File: src/rtl/uart_pkg.sv
// Shared types and constants for the UART transmit path.
package uart_pkg;

  typedef enum logic [1:0] {
    IDLE  = 2'd0,
    START = 2'd1,
    DATA  = 2'd2,
    STOP  = 2'd3
  } tx_state_t;

  localparam int   UART_DATA_BITS  = 8;
  localparam logic UART_IDLE_LEVEL = 1'b1;

endpackage

File: src/rtl/rr_arbiter.sv
// Combinational round-robin arbiter: the first pending request at or after
// ptr (wrapping) wins. Produces a one-hot grant, its index and an any flag.
module rr_arbiter #(
  parameter int N = 4
) (
  input  logic [N-1:0]         req,
  input  logic [$clog2(N)-1:0] ptr,
  output logic [N-1:0]         gnt,
  output logic [$clog2(N)-1:0] gnt_id,
  output logic                 any
);

  localparam int IW = $clog2(N);

  // Scan upward from ptr with wrap and keep only the first hit.
  always_comb begin
    logic [IW-1:0] idx;
    logic [IW-1:0] id_v;
    logic          hit;
    logic          found;
    gnt   = '0;
    idx   = '0;
    id_v  = '0;
    hit   = 1'b0;
    found = 1'b0;
    for (int i = 0; i < N; i++) begin
      idx      = IW'((int'(ptr) + i) % N);
      hit      = !found && req[idx];
      gnt[idx] = hit;
      id_v     = hit ? idx : id_v;
      found    = found | hit;
    end
    gnt_id = id_v;
    any    = found;
  end

endmodule

File: src/rtl/uart_tx_sched.sv
// Transmit scheduler: picks a requester round-robin, latches its byte and
// shifts it out as start bit, 8 data bits (LSB first) and 1 or 2 stop bits.
module uart_tx_sched
  import uart_pkg::*;
#(
  parameter int NUM_REQ      = 4,
  parameter int CLKS_PER_BIT = 16,
  parameter int STOP_BITS    = 1
) (
  input  logic                       clk,
  input  logic                       reset,
  input  logic [NUM_REQ-1:0]         req_valid,
  input  logic [8*NUM_REQ-1:0]       req_data,
  output logic [NUM_REQ-1:0]         req_ready,
  input  logic                       cts,
  output logic                       tx,
  output logic                       busy,
  output logic [$clog2(NUM_REQ)-1:0] grant_id,
  output logic                       frame_done
);

  localparam int IW    = $clog2(NUM_REQ);
  localparam int BW_B  = $clog2(CLKS_PER_BIT);
  localparam int BW_S  = $clog2(STOP_BITS * CLKS_PER_BIT);
  localparam int BW    = (BW_S > BW_B) ? BW_S : BW_B;

  localparam logic [BW-1:0] BIT_LAST  = BW'(CLKS_PER_BIT - 1);
  localparam logic [BW-1:0] STOP_LAST = BW'(STOP_BITS * CLKS_PER_BIT - 1);
  localparam logic [2:0]    LAST_BIT  = 3'(UART_DATA_BITS - 1);
  localparam logic [IW-1:0] LAST_REQ  = IW'(NUM_REQ - 1);

  tx_state_t     r_state,    w_state_nxt;
  logic [BW-1:0] r_baud,     w_baud_nxt;
  logic [2:0]    r_bit_cnt,  w_bit_cnt_nxt;
  logic [7:0]    r_shreg,    w_shreg_nxt;
  logic [IW-1:0] r_rr_ptr,   w_rr_ptr_nxt;
  logic [IW-1:0] r_grant_id, w_grant_id_nxt;

  logic [NUM_REQ-1:0] w_gnt;
  logic [IW-1:0]      w_gnt_id;
  logic               w_any;
  logic               w_accept;
  logic [7:0]         w_bytes [NUM_REQ];

  for (genvar g = 0; g < NUM_REQ; g++) begin : g_bytes
    assign w_bytes[g] = req_data[8*g +: 8];
  end

  rr_arbiter #(.N(NUM_REQ)) u_arb (
    .req    (req_valid),
    .ptr    (r_rr_ptr),
    .gnt    (w_gnt),
    .gnt_id (w_gnt_id),
    .any    (w_any)
  );

  // Acceptance only in IDLE with cts; reset suppresses the strobe.
  assign w_accept  = (r_state == IDLE) && cts && w_any && !reset;
  assign req_ready = w_accept ? w_gnt : '0;

  // Next-state, baud/bit counters and shift register update.
  always_comb begin
    w_state_nxt    = r_state;
    w_baud_nxt     = r_baud + 1'b1;
    w_bit_cnt_nxt  = r_bit_cnt;
    w_shreg_nxt    = r_shreg;
    w_rr_ptr_nxt   = r_rr_ptr;
    w_grant_id_nxt = r_grant_id;
    case (r_state)
      IDLE: begin
        w_baud_nxt = '0;
        if (w_accept) begin
          w_state_nxt    = START;
          w_shreg_nxt    = w_bytes[w_gnt_id];
          w_grant_id_nxt = w_gnt_id;
          w_rr_ptr_nxt   = (w_gnt_id == LAST_REQ) ? '0 : (w_gnt_id + 1'b1);
        end else begin
          w_state_nxt = IDLE;
        end
      end
      START: begin
        if (r_baud == BIT_LAST) begin
          w_state_nxt   = DATA;
          w_baud_nxt    = '0;
          w_bit_cnt_nxt = 3'd0;
        end else begin
          w_state_nxt = START;
        end
      end
      DATA: begin
        if (r_baud == BIT_LAST) begin
          w_baud_nxt    = '0;
          w_shreg_nxt   = {1'b0, r_shreg[7:1]};
          w_bit_cnt_nxt = r_bit_cnt + 3'd1;
          if (r_bit_cnt == LAST_BIT) begin
            w_state_nxt = STOP;
          end else begin
            w_state_nxt = DATA;
          end
        end else begin
          w_state_nxt = DATA;
        end
      end
      STOP: begin
        if (r_baud == STOP_LAST) begin
          w_state_nxt = IDLE;
          w_baud_nxt  = '0;
        end else begin
          w_state_nxt = STOP;
        end
      end
      default: begin
        w_state_nxt = IDLE;
        w_baud_nxt  = '0;
      end
    endcase
  end

  // State and datapath registers; reset drops any partial frame.
  always_ff @(posedge clk) begin
    if (reset) begin
      r_state    <= IDLE;
      r_baud     <= '0;
      r_bit_cnt  <= 3'd0;
      r_shreg    <= 8'h00;
      r_rr_ptr   <= '0;
      r_grant_id <= '0;
    end else begin
      r_state    <= w_state_nxt;
      r_baud     <= w_baud_nxt;
      r_bit_cnt  <= w_bit_cnt_nxt;
      r_shreg    <= w_shreg_nxt;
      r_rr_ptr   <= w_rr_ptr_nxt;
      r_grant_id <= w_grant_id_nxt;
    end
  end

  // Serial line level decoded from the registered state.
  always_comb begin
    tx = UART_IDLE_LEVEL;
    case (r_state)
      IDLE:    tx = UART_IDLE_LEVEL;
      START:   tx = 1'b0;
      DATA:    tx = r_shreg[0];
      STOP:    tx = UART_IDLE_LEVEL;
      default: tx = UART_IDLE_LEVEL;
    endcase
  end

  assign busy       = (r_state != IDLE);
  assign frame_done = (r_state == STOP) && (r_baud == STOP_LAST);
  assign grant_id   = r_grant_id;

endmodule

File: config.mk
export PLATFORM = sky130hd
export DESIGN_NAME = uart_tx_sched
export DESIGN_NICKNAME = d
export VERILOG_FILES = /design/src/rtl/uart_pkg.sv /design/src/rtl/rr_arbiter.sv /design/src/rtl/uart_tx_sched.sv
export SDC_FILE = /design/constraint.sdc
export NUM_CORES = 1
export LEC_CHECK = 0
export ABC_AREA = 1
export BUFFER_PORTS_ARGS = -buffer_cell sky130_fd_sc_hd__buf_2
export CORE_ASPECT_RATIO = 1.1
export CORE_UTILIZATION = 57
export DETAILED_ROUTE_END_ITERATION = 16
export MAX_ROUTING_LAYER = met4
export PLACE_DENSITY = 0.85
export REMOVE_ABC_BUFFERS = 1
export SETUP_SLACK_MARGIN = 0.4
export SYNTH_ARGS = -nofsm -noshare
export SYNTH_HDL_FRONTEND = slang
export SYNTH_SLANG_ARGS = --single-unit
File: constraint.sdc
create_clock -name clk -period 7.2 [get_ports clk]
set_input_delay 1.44 -clock clk [delete_from_list [all_inputs] [get_ports clk]]
set_output_delay 1.44 -clock clk [all_outputs]
set_load 0.05 [all_outputs]
==> metrics.csv <==
stage,metric,value,unit
setup_path,rrSetupSlack,4.48,ns
timing,slew_headroom,0.656,
route,drt-initial-drc-count,55,
setup_path,crit_arrival,3.00,ns
route,final_antenna_net_count,0,
global_routing,grt_overflow,0,
route,drtPass1Iterations,4,
setup_path,rr_startpoint,r_rr_ptr[1],
worst_hold_path,hold_path_end,r_baud[0],
cells_and_area,area_growth_syn_to_layout,13.7,%
clock_tree,clkTransAtPathRegs,0.12,ns
clock_tree,post_cts_buffers,0,
route,drc,0,
setup_path,cpPeakStageDelay,0.28,ns
timing,tightest_slew,0.516,ns
cells_and_area,fin_nets,359,
route,totalWireLength,3950,um
synth,synth.top_cells.by_area,"dfxtp_1 (23%), nand3_1 (13%), ha_1 (8.9%), nand2_1 (7.8%), a21oi_1 (7.1%)",
synth,netlist.area_leader.share,0.229,
worst_hold_path,hold_path_class,flip-flop to flip-flop,
synth,synth_top_area_cell,dfxtp_1,
timing,final_max_slew_viol_count,0,
timing,max_freq,0.225,GHz
setup_path,crit_required,5.76,ns
place,place_congestion,0.946,
cells_and_area,nFillCells,281,
die,fp.coreArea,3050,sq um
setup_path,critical_path.slowest_cell,buf_2,
setup_path,cp_max_fo,9,
setup_path,path_cells,"buf_2, nand2_1, nand3_1, nand2_1, nand4_2, nand4_2, inv_1, o21ai_0, a31oi_1, buf_2",
die,start_util,0.602,
synth,yosys_warnings,0,
die,chipWidth,56.1,um
pwr,ir_drop,0.210,mV
global_routing,grt_pass1_vias,1702,
global_routing,grt_pass1_wl,6850,um
timing,min_period,4.44,ns
clock_tree,cts_tree,done,
synth,synth.cell_area,1840,sq um
die,die_area,3450,sq um
clock_tree,ctsHoldBuffers,0,
clock_tree,cts_resized,0,
place,hpwl,3150,um
clock_tree,cts_buffer_depth,2,
timing,setup_viol,0,
route,via_per_inst,5.51,
clock_tree,clk_latency,0.31,ns
setup_path,r2r_end,r_shreg[7],
pwr,p_per_area,238,nW/um^2
timing,finalCritPeriodShare,0.616,
synth,ys_seq_elements,21,
pwr,p_leak,1.04,nW
timing,clock_skew,0.0128,ns
clock_tree,cts.sink_count,21,
setup_path,start_kind,input port,
synth,syn_inst,262,
synth,syn_avg_cell_area,7.01,sq um
clock_tree,htreeDepth,1,
global_routing,antenna_found_initial,0,
place,port-buffer-count,47,
clock_tree,cts-root-buf,clkbuf_4,
place,placed_cell_area,2060,sq um
run_status,status,"complete, no violations",
worst_hold_path,hold_start,r_baud[0],
cells_and_area,final_cell_area,2090,sq um
synth,yosysUniqueCellTypes,33,
cells_and_area,diodes,0,
timing,hold_violations,0,
die,rows,21,
setup_path,crit_type,input port to output pin,
timing,rsz0062_at_grt,false,
global_routing,grt_max_degree,20,
synth,yosysSeqAreaShare,0.229,
setup_path,reg2regPathDepth,13,
route,vias,1873,
route,avgRoutedWirePerCell,11.6,um
die,die_h,61.5,um
global_routing,gr-usage-all-layers,0.252,
setup_path,end_kind,output pin,
cells_and_area,drive_gt1_frac,0.294,
timing,tns,0,ns
clock_tree,numCtsBuffers,3,
worst_hold_path,hold_path_depth,1,
die,ios,48,
run,maxCapViolCount,0,
[power breakdown]
part / leakage, nW / switching [W] / internal, W
Sequential: 0.171 / 0.00000975 / 0.000127
Clock: 0.0177 / 0.0000359 / 0.0000207
Combinational: 0.850 / 0.000203 / 0.000102
[cell type report]
cell class | count | area (sq um) | share of cell area
multi-input cells | 204 | 1240 | 0.595
clock inverters | 1 | 5.00 | 0.00240
flip-flops and latches | 21 | 420 | 0.201
repair buffers | 47 | 235 | 0.113
clock buffers | 3 | 22.5 | 0.0108
inverters | 30 | 120 | 0.0576
well taps | 34 | 42.5 | 0.0204
[routing by layer]
metal  GRT usage  share of wire  vias up
met3      0.0189          0.040        8
li1            -              -      975
met4      0.0941          0.016        0
met5           -              0        -
met1       0.291           0.44      832
met2       0.466           0.50       58
[synth_stat cells]
cell and number:
nand3_1 49, nand2_1 38, a21oi_1 26, inv_1 26, dfxtp_1 21, o21ai_0 18, nand2_2 15, ha_1 13
nor2_1 13, nand2_4 5, nand3_4 4, a21oi_2 3, buf_4 3, clkbuf_1 3, a211oi_1 2, inv_2 2
nand3_2 2, nand4_2 2, o211ai_1 2, o22ai_1 2, a31oi_1 1, and2_1 1, buf_12 1, inv_4 1
inv_6 1, nand2_8 1, nand4_1 1, nor2_4 1, o21ai_1 1, o21ai_2 1, o221ai_1 1, or2_2 1
xnor2_1 1
[registers in the layout, summed over array words and instances, names as in the netlist]
| name | flops |
|---|---|
| grant_id | 2 |
| r_baud | 4 |
| r_bit_cnt | 3 |
| r_rr_ptr | 2 |
| r_shreg | 8 |
| r_state | 2 |
[cell usage in the layout, fill, tap and decap left out, types with 2 or more instances in the layout]
master | Yosys | layout
a211oi_1 | 2 | 2
a21oi_1 | 26 | 26
a21oi_2 | 3 | 3
buf_2 | 0 | 47
clkbuf_4 | 0 | 3
dfxtp_1 | 21 | 21
ha_1 | 13 | 13
inv_1 | 26 | 26
inv_2 | 2 | 2
nand2_1 | 38 | 38
nand2_2 | 15 | 15
nand2_4 | 5 | 5
nand3_1 | 49 | 49
nand3_2 | 2 | 2
nand3_4 | 4 | 4
nand4_2 | 2 | 2
nor2_1 | 13 | 13
o211ai_1 | 2 | 2
o21ai_0 | 18 | 18
o22ai_1 | 2 | 2
[cells by family (layout without fill, tap and decap cells)]
family	count (synthesis)	in the layout	share of synthesized area
xor gates and xnor gates	1	1	0.00477
DFF	21	21	0.229
adders and majority gates	13	13	0.0886
AOI/OAI and AO/OA	57	57	0.173
buffers and inverters	37	81	0.0948
and+or+nand+nor	133	133	0.410
[how the worst max path moves through the flow]
stage | from | end | slack [ns]
global route | req_valid[3] | req_ready[2] | 2.55
floorplan | req_valid[1] | req_ready[1] | 2.47
finish | req_valid[1] | req_ready[2] | 2.76
global placement | req_valid[3] | req_ready[2] | 2.85
CTS | req_valid[1] | req_ready[2] | 2.77
detailed placement | req_valid[1] | req_ready[2] | 2.77
[worst max-delay path: cells and delay by family]
family	cells	cell delay, ns
simple gates	5	0.72
buf+inv	3	0.60
compound gates	2	0.24
[through the flow]
| step | util | total power (W) | hold WS [ns] | cells | setup slack [ns] |
|---|---|---|---|---|---|
| 2_1_floorplan | - | 0.000382 | 0.418 | 255 | 2.47 |
| 3_3_place_gp | 0.676 | 0.000439 | 0.428 | 336 | 2.85 |
| 3_5_place_dp | 0.676 | 0.000443 | 0.447 | 336 | 2.77 |
| 4_1_cts | 0.685 | 0.000499 | 0.467 | 340 | 2.77 |
| 5_1_grt | 0.685 | 0.000539 | 0.502 | 340 | 2.55 |
| 6_report | 0.685 | 0.000498 | 0.467 | 340 | 2.76 |
(Power assumes the default switching activity.)
